===== config.mk =====
export PLATFORM = sky130hd
export DESIGN_NAME = phase_frame_tx
export DESIGN_NICKNAME = d
export VERILOG_FILES = /design/src/rtl/phase_frame_tx_pkg.sv /design/src/rtl/phase_frame_byte_mux.sv /design/src/rtl/phase_frame_tx.sv
export SDC_FILE = /design/constraint.sdc
export NUM_CORES = 1
export LEC_CHECK = 0
export BUFFER_PORTS_ARGS = -buffer_cell sky130_fd_sc_hd__buf_2
export CORE_UTILIZATION = 55
export CTS_BUF_LIST = sky130_fd_sc_hd__clkbuf_8
export CTS_CLUSTER_DIAMETER = 40
export DETAILED_ROUTE_END_ITERATION = 10
export GPL_ROUTABILITY_DRIVEN = 1
export PLACE_DENSITY = 0.79
export RECOVER_POWER = 100
export SYNTH_ARGS = -nofsm -noshare
export SYNTH_HDL_FRONTEND = slang
export SYNTH_HIERARCHICAL = 1
export SYNTH_SLANG_ARGS = --single-unit

===== constraint.sdc =====
create_clock -name clock -period 9.9 [get_ports clock]
set_input_delay 1.485 -clock clock [delete_from_list [all_inputs] [get_ports clock]]
set_output_delay 1.485 -clock clock [all_outputs]
set_load 0.03 [all_outputs]

===== src/rtl/phase_frame_tx_pkg.sv =====
// rtl/phase_frame_tx_pkg.sv - shared types and constants for the phase-mean frame transmitter
package phase_frame_tx_pkg;

   typedef enum logic [2:0] {
      IDLE = 3'd0,
      SYNC = 3'd1,
      SEQ  = 3'd2,
      DATA = 3'd3,
      CSUM = 3'd4
   } state_t;

   localparam int          N_CH          = 6;
   localparam int          DATA_BYTES    = 2 * N_CH;
   localparam int          FRAME_LEN     = DATA_BYTES + 3;
   localparam int          SNAP_W        = 16 * N_CH;
   localparam logic [3:0]  LAST_IDX      = 4'(DATA_BYTES - 1);
   localparam logic [7:0]  SYNC_BYTE_DEF = 8'hA5;

endpackage


===== src/rtl/phase_frame_byte_mux.sv =====
// rtl/phase_frame_byte_mux.sv - selects one snapshot byte by index, channel 1 MSB byte at index 0
module phase_frame_byte_mux
   import phase_frame_tx_pkg::*;
(
   input  logic [SNAP_W-1:0] snap,
   input  logic [3:0]        idx,
   output logic [7:0]        data
);

   always_comb begin
      data = '0;
      for (int i = 0; i < DATA_BYTES; i++) begin
         if (idx == 4'(i)) begin
            data = snap[SNAP_W-1-8*i -: 8];
         end
      end
   end

endmodule


===== src/rtl/phase_frame_tx.sv =====
// rtl/phase_frame_tx.sv - snapshots six phase means on capture and streams them as a
// 15-byte framed packet (sync, seq, 12 data bytes, xor checksum) over valid/ready
module phase_frame_tx
   import phase_frame_tx_pkg::*;
#(
   parameter logic [7:0] SYNC_BYTE = SYNC_BYTE_DEF,
   parameter int         OVR_W     = 8
) (
   input  logic                    clock,
   input  logic                    reset,
   input  logic                    capture,
   input  logic signed [15:0]      phase_1,
   input  logic signed [15:0]      phase_2,
   input  logic signed [15:0]      phase_3,
   input  logic signed [15:0]      phase_4,
   input  logic signed [15:0]      phase_5,
   input  logic signed [15:0]      phase_6,
   output logic [7:0]              tx_data,
   output logic                    tx_valid,
   input  logic                    tx_ready,
   output logic                    busy,
   output logic [7:0]              seq_num,
   output logic [OVR_W-1:0]        ovr_count
);

   state_t              state, state_n;
   logic [3:0]          idx, idx_n, mux_idx;
   logic [SNAP_W-1:0]   snap, snap_n;
   logic [7:0]          csum, csum_n;
   logic [7:0]          seq_n, tx_data_n, mux_data;
   logic                tx_valid_n;
   logic [OVR_W-1:0]    ovr_n;
   logic                hs, accept;

   assign hs      = tx_valid && tx_ready;
   // a capture is taken when idle, or when it coincides with the checksum handshake
   assign accept  = capture && ((state == IDLE) || ((state == CSUM) && hs));
   assign busy    = (state != IDLE);
   // the byte loaded on the next handshake: index 0 after SEQ, idx+1 within DATA
   assign mux_idx = (state == DATA) ? (idx + 4'd1) : 4'd0;

   phase_frame_byte_mux u_byte_mux (
      .snap (snap),
      .idx  (mux_idx),
      .data (mux_data)
   );

   always_comb begin
      state_n    = state;
      idx_n      = idx;
      snap_n     = snap;
      csum_n     = csum;
      seq_n      = seq_num;
      tx_data_n  = tx_data;
      tx_valid_n = tx_valid;
      ovr_n      = ovr_count;

      if (capture && !accept && (ovr_count != {OVR_W{1'b1}})) begin
         ovr_n = ovr_count + OVR_W'(1);
      end

      case (state)
         IDLE: ;
         SYNC: begin
            if (hs) begin
               state_n   = SEQ;
               tx_data_n = seq_num;
            end
         end
         SEQ: begin
            if (hs) begin
               state_n   = DATA;
               idx_n     = 4'd0;
               csum_n    = csum ^ tx_data;
               tx_data_n = mux_data;
            end
         end
         DATA: begin
            if (hs) begin
               csum_n = csum ^ tx_data;
               if (idx == LAST_IDX) begin
                  state_n   = CSUM;
                  tx_data_n = csum ^ tx_data;
               end else begin
                  idx_n     = idx + 4'd1;
                  tx_data_n = mux_data;
               end
            end
         end
         CSUM: begin
            if (hs) begin
               seq_n      = seq_num + 8'd1;
               state_n    = IDLE;
               tx_valid_n = 1'b0;
            end
         end
         default: begin
            state_n    = IDLE;
            tx_valid_n = 1'b0;
         end
      endcase

      // overrides the CSUM return-to-idle so back-to-back frames have no gap
      if (accept) begin
         snap_n     = {phase_1, phase_2, phase_3, phase_4, phase_5, phase_6};
         csum_n     = 8'd0;
         idx_n      = 4'd0;
         state_n    = SYNC;
         tx_data_n  = SYNC_BYTE;
         tx_valid_n = 1'b1;
      end
   end

   always_ff @(posedge clock or posedge reset) begin
      if (reset) begin
         state     <= IDLE;
         idx       <= 4'd0;
         snap      <= '0;
         csum      <= 8'd0;
         seq_num   <= 8'd0;
         tx_data   <= 8'd0;
         tx_valid  <= 1'b0;
         ovr_count <= '0;
      end else begin
         state     <= state_n;
         idx       <= idx_n;
         snap      <= snap_n;
         csum      <= csum_n;
         seq_num   <= seq_n;
         tx_data   <= tx_data_n;
         tx_valid  <= tx_valid_n;
         ovr_count <= ovr_n;
      end
   end

endmodule


Yosys cells after proc, flatten, opt, wreduce, memory -nomap -nowiden:

Cells that the tools add are included.
Widths: inputs -> output; s select.

* bits of input ports: 100
* output and inout bits: 26
* register bits: 136
* logic and storage cells: 96

* add/subtract/negate cells: 3
* equality and inequality tests: 25
* bitwise logic cells: 1
* reductions and logical operators: 22
* multiplexer cells: 37

Operator list (number)
* $mux 8: 20
* $pmux 8 s3: 1
* $eq 4x4->1 const B: 5
* $mux 4: 5
* $mux 3: 6
* $add 8x1->8 const B: 2
* $eq 4x3->1 const B: 4
* $ne 3x3->1 const B: 5
* $pmux 3 s5: 1
* $eq 4x2->1 const B: 2
* $ne 8x8->1 const B: 1
* $pmux 4 s2: 1
* $reduce_and 4->1: 2
* $xor 8x8->8: 1
* $eq 3x2->1 const B: 2
* $reduce_and 2->1: 3
* $reduce_and 6->1: 1
* $reduce_bool 3->1: 2
* $logic_and 1x1->1: 5
* $add 4x1->4 const B: 1
* $eq 4x1->1 const B: 1
* $logic_not 4->1: 1
* $reduce_bool 2->1: 2
* $reduce_bool 4->1: 1
* other kinds (12): 13

Longest topological paths before layout:

Gate-level depths: netlist of run 1.

* depth after elaboration: 19
* gate-level depth with buffers: 12
* depth with buffers taken out: 10

Modules after synthesis:

Netlist of run 1, hierarchy kept.

By module, submodules not included
* phase_frame_tx: seq. area each 3403.3 µm², instances 1, cells an instance 627, area an instance 5796.8 µm²
* phase_frame_byte_mux: seq. area each 0.0 µm², instances 1, cells an instance 146, area an instance 1026.0 µm²

Least setup slack after synthesis of run 1:

Ideal clock, no wire load.

* path type: register -> output
* start: reg state[2]
* end: out busy
* slack: 7.346 ns
* data arrival time: 1.069 ns
* path buffers: 1
* cell stages (with the launch flop): 3
* required time: 8.415 ns
* cells stage by stage: dfrtp_1 > clkbuf_1 > or3_1

* longest elaborated chain between the ends: 1

Ends and longest elaborated chain
* start, declared: line phase_frame_tx.sv:26 `state_t state, state_n;`
* start signal, assigned: line phase_frame_tx.sv:125 `state <= state_n;`
* $reduce_bool 3->1: line phase_frame_tx.sv:38 `assign busy = (state != IDLE);`
* end, declared: line phase_frame_tx.sv:21 `output logic busy,`

Every way passes these cells.

Worst setup path after layout of run 1:

* start: in tx_ready
* end: reg snap[55]

* longest elaborated chain between the ends: 4

Ends and longest elaborated chain
* start, declared: line phase_frame_tx.sv:20 `input logic tx_ready,`
* $logic_and 1x1->1: line phase_frame_tx.sv:35 `assign hs = tx_valid && tx_ready;`
* $logic_and 1x1->1: line phase_frame_tx.sv:37 `assign accept = capture && ((state == IDLE) || ((state == CSUM) && hs));`
* $logic_or 1x1->1: line phase_frame_tx.sv:37
* $logic_and 1x1->1: line phase_frame_tx.sv:37
* end signal, assigned: line phase_frame_tx.sv:127 `snap <= snap_n;`
* end, declared: line phase_frame_tx.sv:28 `logic [SNAP_W-1:0] snap, snap_n;`

Every way passes these cells.
A chain may end at the register's enable or synchronous reset.

==> reports/summary.txt, run 1 <==
number of cells on the worst reg-to-reg path -> 5
cell with the largest stage delay on the worst path -> clkbuf_1
Skew-Pair Late Insertion Delay -> 0.46 ns
WP data arrival -> 5.94 ns
Sequential Area -> 0.00340 mm²
total area of multi-input combinational cells -> 0.00308 mm²
critical-path maximum fanout -> 105
register clock-pin slew on the reported worst setup and hold paths -> 0.07 ns
proportion of synthesized flip-flops having asynchronous set or reset -> 100%
minimum clock period after layout -> 5.56 ns
first-pass GRT wire length -> 26200 µm
Final Max Slew Viols -> 220
Cell Area, Placed -> 0.00741 mm²
vertical die dimension -> 113 µm
number of buffers inserted by post-CTS setup repair -> 0
Starting Density -> 56.6%
Detailed Route Iter0 Violations -> 424
biggest area consumer among synthesized cells -> dfrtp_1
CTS HTree Levels -> 4
initial antenna violation count -> 0
number of enable-type register cells in the synthesized netlist -> 0
portion of the post-synthesis area used by sequential elements -> 49.9%
antenna-violating nets left -> 0
clock tree sinks -> 136
worst endpoint required time -> 10.28 ns
share of layout cells above drive strength 1 -> 17.9%
top post-synthesis cells by area -> dfrtp_1, nand2_1, xor2_1, buf_2, o21ai_0
period utilization -> 56.1%
core footprint -> 0.0121 mm²
final-stage net count -> 978
mapped cell area -> 0.00682 mm²
failing checks -> max-capacitance violations, max-slew violations
HP Class -> reg2reg
Syn Inst Count -> 773
Max-cap violations -> 3
setup repair after global routing missed its margin -> no
Seq cells post-synth -> 136
overall track demand over capacity in global routing -> 26.4%
TritonCTS clock tree -> built
pin count of the biggest net entering global routing -> 106
synthesized net count -> 876
number of distinct library cells after synthesis -> 59
static power due to leakage -> 3.87 nW
area delta synth->final -> 14.8%
most used flip-flop cell after synthesis -> dfrtp_1
start-to-end type of the worst setup path -> in2reg
DRC violations left -> 0
Post-Syn Area per Cell -> 8.83 µm²
non-filler instance count after layout -> 1056
CTS Hold Bufs -> 0
number of vias after detailed routing -> 5620
number of I/O pins -> 126
accumulated negative setup slack -> 0 ns
final global-route overflow total -> 0
PostCTS Resize Cnt -> 0
proportion of netlist area held by the largest area contributor -> 49.9%
horizontal die dimension -> 113 µm
Avg Vias per Cell -> 5.32
cell at the root of the clock tree -> clkbuf_8
maximum vdd ir drop -> 0.163 mV
WHS Path Cells -> 2
number of clock buffers inserted by TritonCTS -> 17
PwrDens -> 350 mW/mm²
final clock skew -> 0.0106 ns
Synthesis Warnings -> 6
CP startpoint kind -> primary input
WL per Instance -> 15.0 µm
relative slew slack -> -198%
total iterations of the first detailed-routing run -> 4
slew of the pin with the lowest slew margin -> 4.47 ns
antenna cell count -> 0
leading post-synthesis cells by instance count -> nand2_1, dfrtp_1, buf_2, o21ai_0, nor2_1
Die Footprint -> 0.0129 mm²
Buffers on Ports -> 125
Post-DP HPWL -> 10400 µm
top-count cell post-synth -> nand2_1
Inst Count DP -> 1024
routed wire length -> 15900 µm
list of cells traversed by the critical path -> clkbuf_1 -> a21boi_0 -> nor2_4 -> clkbuf_1 -> nand2_1 -> nand2_1
number of rows created at floorplan -> 40
vias in the first global route -> 5265
Achievable Freq -> 0.180 GHz
stage delay of the slowest cell on the critical path -> 3.12 ns
buffers from clock root to sink, at most -> 2
gpl congestion -> 0.828
endpoint class of the critical path -> register
status -> finished with violations
Final Hold Fails -> 0
Final setup violation count -> 0
final design instance area without fill -> 0.00784 mm²
number of filler cells placed in the layout -> 1074
## worst max-delay path: cells and delay by family
family                 cells  cell delay [ns]
AO/OA/AOI/OAI              1             0.36
buffers and inverters      2             3.34
AND/OR/NAND/NOR            3             0.64
## kinds of logic after synthesis
logic type	synth area share (%)
AOI/OAI and AO/OA	10.1
muxes	4.58
xor gates and xnor gates	3.98
and+or+nand+nor	25.9
DFF	49.9
adders and majority gates	0.550
buffers and inverters	5.01
## layer usage
metal | track usage (%) | up-vias | routed length, µm
li1 | - | 2755 | -
met1 | 38.1 | 2686 | 7570
met2 | 38.7 | 144 | 7130
met3 | 5.21 | 35 | 708
met4 | 12.0 | 0 | 447
met5 | 0 | - | 0
## flip-flops by register name, indices dropped and copies added, names as in the netlist
name       cells
snap          96
csum           8
tx_valid       1
state          3
ovr_count      8
seq_num        8
tx_data        8
idx            4
## report_power, final
group          switching (mW)  internal, mW
Clock                   0.218         0.337
Combinational           0.727         0.480
Sequential              0.181         0.796
## per-stage QoR
stage               hold slack (ns)  utilization, %  worst slack, ns  power, mW
finish                        0.469            65.0             4.34       2.74
global route                  0.489            65.0             3.93       2.93
CTS                           0.476            65.5             6.71       2.74
detailed placement            0.455            61.4             6.50       2.17
global placement              0.453            61.4             6.56       2.15
floorplan                     0.437               -             4.78       1.90
## placed cells by master (no fill, tap or decap), types with 3 or more instances in the layout
cell / n
nor3_1: 15
dfrtp_1: 136
nand3b_1: 5
o21ai_0: 28
o21ai_1: 7
nor2_1: 20
a32oi_1: 5
o211ai_1: 9
clkbuf_1: 29
mux4_2: 4
inv_1: 6
bufinv_16: 6
buf_2: 98
a211oi_1: 4
o2111ai_1: 3
nor2_4: 3
mux2i_1: 8
nand4b_1: 5
clkinv_2: 4
buf_4: 3
nand2b_1: 5
clkbuf_8: 19
xor2_1: 19
mux2_2: 8
nand2_1: 334
ha_1: 3
a21boi_0: 7
nand3_1: 13
a21oi_1: 19
o22ai_1: 4
xnor2_1: 12
nor2_2: 3
nor2b_1: 7
## path summary, 6_finish.rpt
check,start,endpoint,slack [ns]
min in group asynchronous,reset,ovr_count[2],1.78
setup reg to reg,state[0],snap[55],5.05
setup / recovery,tx_ready,snap[55],4.34
hold / removal,snap[29],snap[29],0.47
max in group asynchronous,reset,idx[0],6.24
hold reg to reg,snap[29],snap[29],0.47
## cell type report
cell class	instances	area share (%)
clock inverters	13	2.86
inverters	8	0.399
repair buffers	130	7.94
flip-flops and latches	136	43.4
well taps	168	2.68
clock buffers	19	3.34
multi-input cells	582	39.3
Note: power is estimated with default switching activity, not from simulation.
==> inputs of run 2 (changes only) <==
Settings changed: ABC_AREA set to 1, CORE_UTILIZATION 55 to 52, PLACE_DENSITY 0.79 to 0.78.
Clock period 9.9 ns to 4.5 ns, I/O delays scaled along.
==> run 2 against run 1 <==
Net effect:
- the flow still finishes with violations (max-capacitance violations, max-slew violations)
- power rose by 95%
- sequential share of layout area fell by 1.4 points
- worst hold slack got worse by 0.064 ns
- synthesized cell count rose by 22%
==> reports/summary.txt, run 2 <==
Synthesis Warnings -> 6
register clock-pin slew on the reported worst setup and hold paths -> 0.08 ns
endpoint class of the critical path -> register
HP Class -> in2reg
top post-synthesis cells by area -> dfrtp_1, nand2_1, nand3_1, inv_1, nor2_1
overall track demand over capacity in global routing -> 25.8%
core footprint -> 0.0128 mm²
mapped cell area -> 0.00695 mm²
first-pass GRT wire length -> 28300 µm
Inst Count DP -> 1213
CTS HTree Levels -> 4
total area of multi-input combinational cells -> 0.00306 mm²
Final setup violation count -> 0
number of filler cells placed in the layout -> 1189
number of buffers inserted by post-CTS setup repair -> 0
final hold slack -> 0.405 ns
max reg flops -> 96
buffers from clock root to sink, at most -> 2
utilization after layout -> 63.1%
biggest area consumer among synthesized cells -> dfrtp_1
TritonCTS clock tree -> built
number of clock buffers inserted by TritonCTS -> 17
slew of the pin with the lowest slew margin -> 2.88 ns
Post-DP HPWL -> 12300 µm
leading post-synthesis cells by instance count -> nand2_1, dfrtp_1, inv_1
share of layout cells above drive strength 1 -> 14.8%
PostCTS Resize Cnt -> 0
horizontal die dimension -> 118 µm
critical-path maximum fanout -> 12
area delta synth->final -> 16.5%
Avg Vias per Cell -> 5.03
final-stage net count -> 1163
Detailed Route Iter0 Violations -> 458
initial antenna violation count -> 0
proportion of netlist area held by the largest area contributor -> 49.0%
register with the most flip-flops -> snap
PwrDens -> 661 mW/mm²
most frequent standard cell in the layout excluding fill and tap cells -> nand2_1
portion of the post-synthesis area used by sequential elements -> 49.0%
static power due to leakage -> 4.45 nW
Final Max Slew Viols -> 64
Syn Inst Count -> 942
minimum clock period after layout -> 3.56 ns
top-count cell post-synth -> nand2_1
final global-route overflow total -> 0
non-filler instance count after layout -> 1244
clock tree sinks -> 136
worst endpoint required time -> 4.88 ns
CP startpoint kind -> register
routed wire length -> 17000 µm
Starting Density -> 54.2%
start-to-end type of the worst setup path -> reg2reg
most used flip-flop cell after synthesis -> dfrtp_1
antenna-violating nets left -> 0
proportion of synthesized flip-flops having asynchronous set or reset -> 100%
accumulated negative setup slack -> 0 ns
gpl congestion -> 0.906
number of enable-type register cells in the synthesized netlist -> 0
number of distinct library cells after synthesis -> 31
cell at the root of the clock tree -> clkbuf_8
maximum vdd ir drop -> 0.373 mV
status -> finished with violations
vertical die dimension -> 118 µm
DRC violations left -> 0
Die Footprint -> 0.0138 mm²
number of I/O pins -> 126
final clock skew -> 0.00575 ns
CTS Hold Bufs -> 0
Post-Syn Area per Cell -> 7.37 µm²
Achievable Freq -> 0.281 GHz
Final Hold Fails -> 0
antenna cell count -> 0
number of rows created at floorplan -> 41
Seq cells post-synth -> 136
most used cells in the layout excluding fill and tap cells -> nand2_1, dfrtp_1, buf_2
synthesized net count -> 1045
number of vias after detailed routing -> 6257
relative slew slack -> -92.8%
setup repair after global routing missed its margin -> no
total iterations of the first detailed-routing run -> 5
Sequential Area -> 0.00340 mm²
Buffers on Ports -> 125
WP data arrival -> 3.94 ns
Skew-Pair Late Insertion Delay -> 0.46 ns
pin count of the biggest net entering global routing -> 88
WL per Instance -> 13.7 µm
period utilization -> 79.2%
vias in the first global route -> 5933
Max-cap violations -> 1
failing checks -> max-capacitance violations, max-slew violations
## run 2: worst paths after layout
| kind | startpoint | end | slack, ns | depth (start not counted) |
|---|---|---|---|---|
| worst max register to register | state[2] | tx_data[4] | 0.94 | 21 |
| worst min register to register | snap[2] | snap[2] | 0.48 | 2 |
| max in group asynchronous | reset | state[1] | 2.18 | 2 |
| min in group asynchronous | reset | snap[75] | 1.03 | 2 |
| worst min-delay path | phase_6[5] | snap[5] | 0.41 | 3 |
| worst max-delay path | state[2] | tx_data[4] | 0.94 | 21 |
## run 2: cell families after synthesis
family	count (synthesis)	share of synthesized area [%]
xor gates and xnor gates	17	2.14
adders and majority gates	3	0.540
AOI/OAI and AO/OA	36	2.94
buffers and inverters	103	6.47
DFF	136	49.0
and+or+nand+nor	647	38.9
## run 2: per-stage QoR
stage / power, mW / setup WS [ns] / area (µm²)
detailed placement: 4.15 / 1.23 / 7670
floorplan: 3.58 / 0.186 / 6950
global route: 5.74 / 0.506 / 8090
CTS: 5.41 / 1.21 / 8160
global placement: 4.09 / 1.26 / 7670
finish: 5.35 / 0.937 / 8090
## run 2: cell type report
| cell class | instances | share of cell area, % |
|---|---|---|
| inverters | 73 | 3.43 |
| well taps | 172 | 2.66 |
| flip-flops and latches | 136 | 42.1 |
| clock inverters | 14 | 3.15 |
| multi-input cells | 703 | 37.8 |
| clock buffers | 17 | 2.89 |
| repair buffers | 129 | 8.03 |
## run 2: power by group
part,internal (mW),switching (mW),total (mW)
logic,0.621,1.33,1.95
registers,1.75,0.401,2.15
clock network,0.765,0.477,1.24
total,3.14,2.21,5.35
## run 2: critical path, cell delays in order (launching register included)
cell and delay [ns]:
dfrtp_1 0.41, inv_1 0.10, nand3_1 0.34, inv_1 0.33
nand2_1 0.10, inv_1 0.28, inv_1 0.07, nor2_1 0.41
nand2_1 0.22, inv_1 0.18, a21oi_1 0.09, nand4_1 0.11
nand2_1 0.07, nand3_1 0.08, nand2_1 0.06, nand2_1 0.09
inv_1 0.05, nand2_1 0.05, nand2_1 0.06, nor2_1 0.08
o21ai_0 0.10, o21ai_0 0.19
## run 2: layer usage
layer | track usage [%] | vias to the layer above | wire [µm]
met3 | 4.89 | 24 | 1080
met2 | 40.6 | 218 | 7840
met1 | 35.7 | 2882 | 7830
li1 | - | 3133 | -
met4 | 9.54 | 0 | 278
met5 | 0 | - | 0
==> inputs of run 3 (changes only) <==
Settings changed: CORE_UTILIZATION 52 to 55, PLACE_DENSITY 0.78 to 0.79.
Clock period 4.5 ns to 3.67 ns, I/O delays scaled along.
==> run 3 against run 2 <==
Net effect:
- the run still ends with max-capacitance violations, max-slew violations left
- worst hold slack worse by 0.13 ns
- power increased by 18%
- sequential power is 23% higher
- global-route usage grew 2.5 points
- clock-buffer cell count increased by 1
- critical path type unchanged
- critical endpoint is now tx_data[1]
- highest routed layer unchanged
==> reports/summary.txt, run 3 (synthesized netlist as in run 2, its figures left out) <==
vertical die dimension -> 114 µm
CTS Hold Bufs -> 0
antenna-violating nets left -> 0
failing checks -> max-capacitance violations, max-slew violations
number of filler cells placed in the layout -> 1082
Final Max Slew Viols -> 147
antenna cell count -> 0
register with the most flip-flops -> snap
PostCTS Resize Cnt -> 0
maximum vdd ir drop -> 0.425 mV
Starting Density -> 57.1%
final clock skew -> 0.00754 ns
minimum clock period after layout -> 3.16 ns
clock tree sinks -> 136
worst endpoint required time -> 4.00 ns
initial antenna violation count -> 0
core footprint -> 0.0122 mm²
area delta synth->final -> 15.5%
CTS HTree Levels -> 4
Die Footprint -> 0.0131 mm²
setup repair after global routing missed its margin -> no
Buffers on Ports -> 125
most frequent standard cell in the layout excluding fill and tap cells -> nand2_1
start-to-end type of the worst setup path -> reg2reg
HP Class -> in2reg
share of layout cells above drive strength 1 -> 15.2%
final global-route overflow total -> 0
static power due to leakage -> 4.43 nW
Final setup violation count -> 0
accumulated negative setup slack -> 0 ns
Avg Vias per Cell -> 5.04
most used cells in the layout excluding fill and tap cells -> nand2_1, dfrtp_1, buf_2
gpl congestion -> 0.888
CP startpoint kind -> register
horizontal die dimension -> 114 µm
total iterations of the first detailed-routing run -> 5
Max-cap violations -> 4
Sequential Area -> 0.00340 mm²
number of vias after detailed routing -> 6288
final design instance area without fill -> 0.00803 mm²
buffers from clock root to sink, at most -> 2
Skew-Pair Late Insertion Delay -> 0.46 ns
period utilization -> 86.1%
number of rows created at floorplan -> 40
max reg flops -> 96
WL per Instance -> 13.5 µm
number of clock buffers inserted by TritonCTS -> 17
routed wire length -> 16800 µm
final-stage net count -> 1170
PwrDens -> 788 mW/mm²
overall track demand over capacity in global routing -> 28.4%
relative slew slack -> -18.0%
TritonCTS clock tree -> built
status -> finished with violations
total area of multi-input combinational cells -> 0.00307 mm²
number of I/O pins -> 126
WP data arrival -> 3.49 ns
Achievable Freq -> 0.317 GHz
DRC violations left -> 0
cell at the root of the clock tree -> clkbuf_8
number of buffers inserted by post-CTS setup repair -> 0
register clock-pin slew on the reported worst setup and hold paths -> 0.08 ns
first-pass GRT wire length -> 28700 µm
pin count of the biggest net entering global routing -> 76
Post-DP HPWL -> 12300 µm
Cell Area, Placed -> 0.00771 mm²
endpoint class of the critical path -> register
utilization after layout -> 66.0%
Detailed Route Iter0 Violations -> 488
Final Hold Fails -> 0
vias in the first global route -> 5978
critical-path maximum fanout -> 19
slew of the pin with the lowest slew margin -> 1.77 ns
[run 3: worst paths after layout]
kind	endpoint	slack [ns]	from	cells after the start
max	tx_data[1]	0.51	idx[0]	19
min	snap[64]	0.27	phase_2[0]	3
max reg2reg	tx_data[1]	0.51	idx[0]	19
min reg2reg	snap[59]	0.48	snap[59]	2
max in group asynchronous	snap[47]	0.93	reset	3
min in group asynchronous	snap[80]	0.41	reset	2
[run 3: metrics by stage]
stage / power (mW) / setup WS, ns / hold WS, ns / cells
after floorplan: 4.39 / 1.07 / 0.441 / 942
after global placement: 5.04 / 0.696 / 0.461 / 1216
after detailed placement: 5.11 / 0.592 / 0.462 / 1216
after CTS: 6.38 / 0.567 / 0.219 / 1248
after global routing: 6.83 / 0.0728 / 0.271 / 1248
final: 6.33 / 0.512 / 0.274 / 1248
[run 3: power breakdown]
group          switching (mW)  leakage [nW]  total (mW)  internal (mW)
clock                   0.582         0.208        1.26          0.681
combinational            1.64          2.51        2.41          0.773
sequential              0.504          1.71        2.65           2.15
total                    2.72          4.43        6.33           3.60
[run 3: routing by layer]
metal	vias to the layer above	global-route usage, %	wire length (µm)
li1	3149	-	-
met5	-	0	0
met4	0	8.40	214
met3	23	5.51	1060
met2	218	43.3	7490
met1	2898	41.2	8060
[run 3: layout make-up]
| class | count | area share (%) |
|---|---|---|
| sequential | 136 | 42.4 |
| tap | 168 | 2.62 |
| clock buffer | 18 | 3.09 |
| inverter | 73 | 3.46 |
| clock inverter | 14 | 2.00 |
| multi-input combinational | 703 | 38.3 |
| timing repair buffer | 136 | 8.15 |
[run 3: critical path: stages, from the launching register on]
cell and delay (ns):
dfrtp_1 0.41, ha_1 0.23, or2_2 0.30, a21oi_1 0.34
nor2_1 0.34, clkbuf_1 0.24, nand3_1 0.11, nand3_1 0.08
nor2_1 0.13, nand4_1 0.10, nand2_1 0.09, nand3_1 0.07
nand2_1 0.06, nand2_1 0.06, inv_1 0.05, nand2_1 0.05
nand2_1 0.08, nor2_1 0.03, o21ai_0 0.15, o21ai_0 0.09
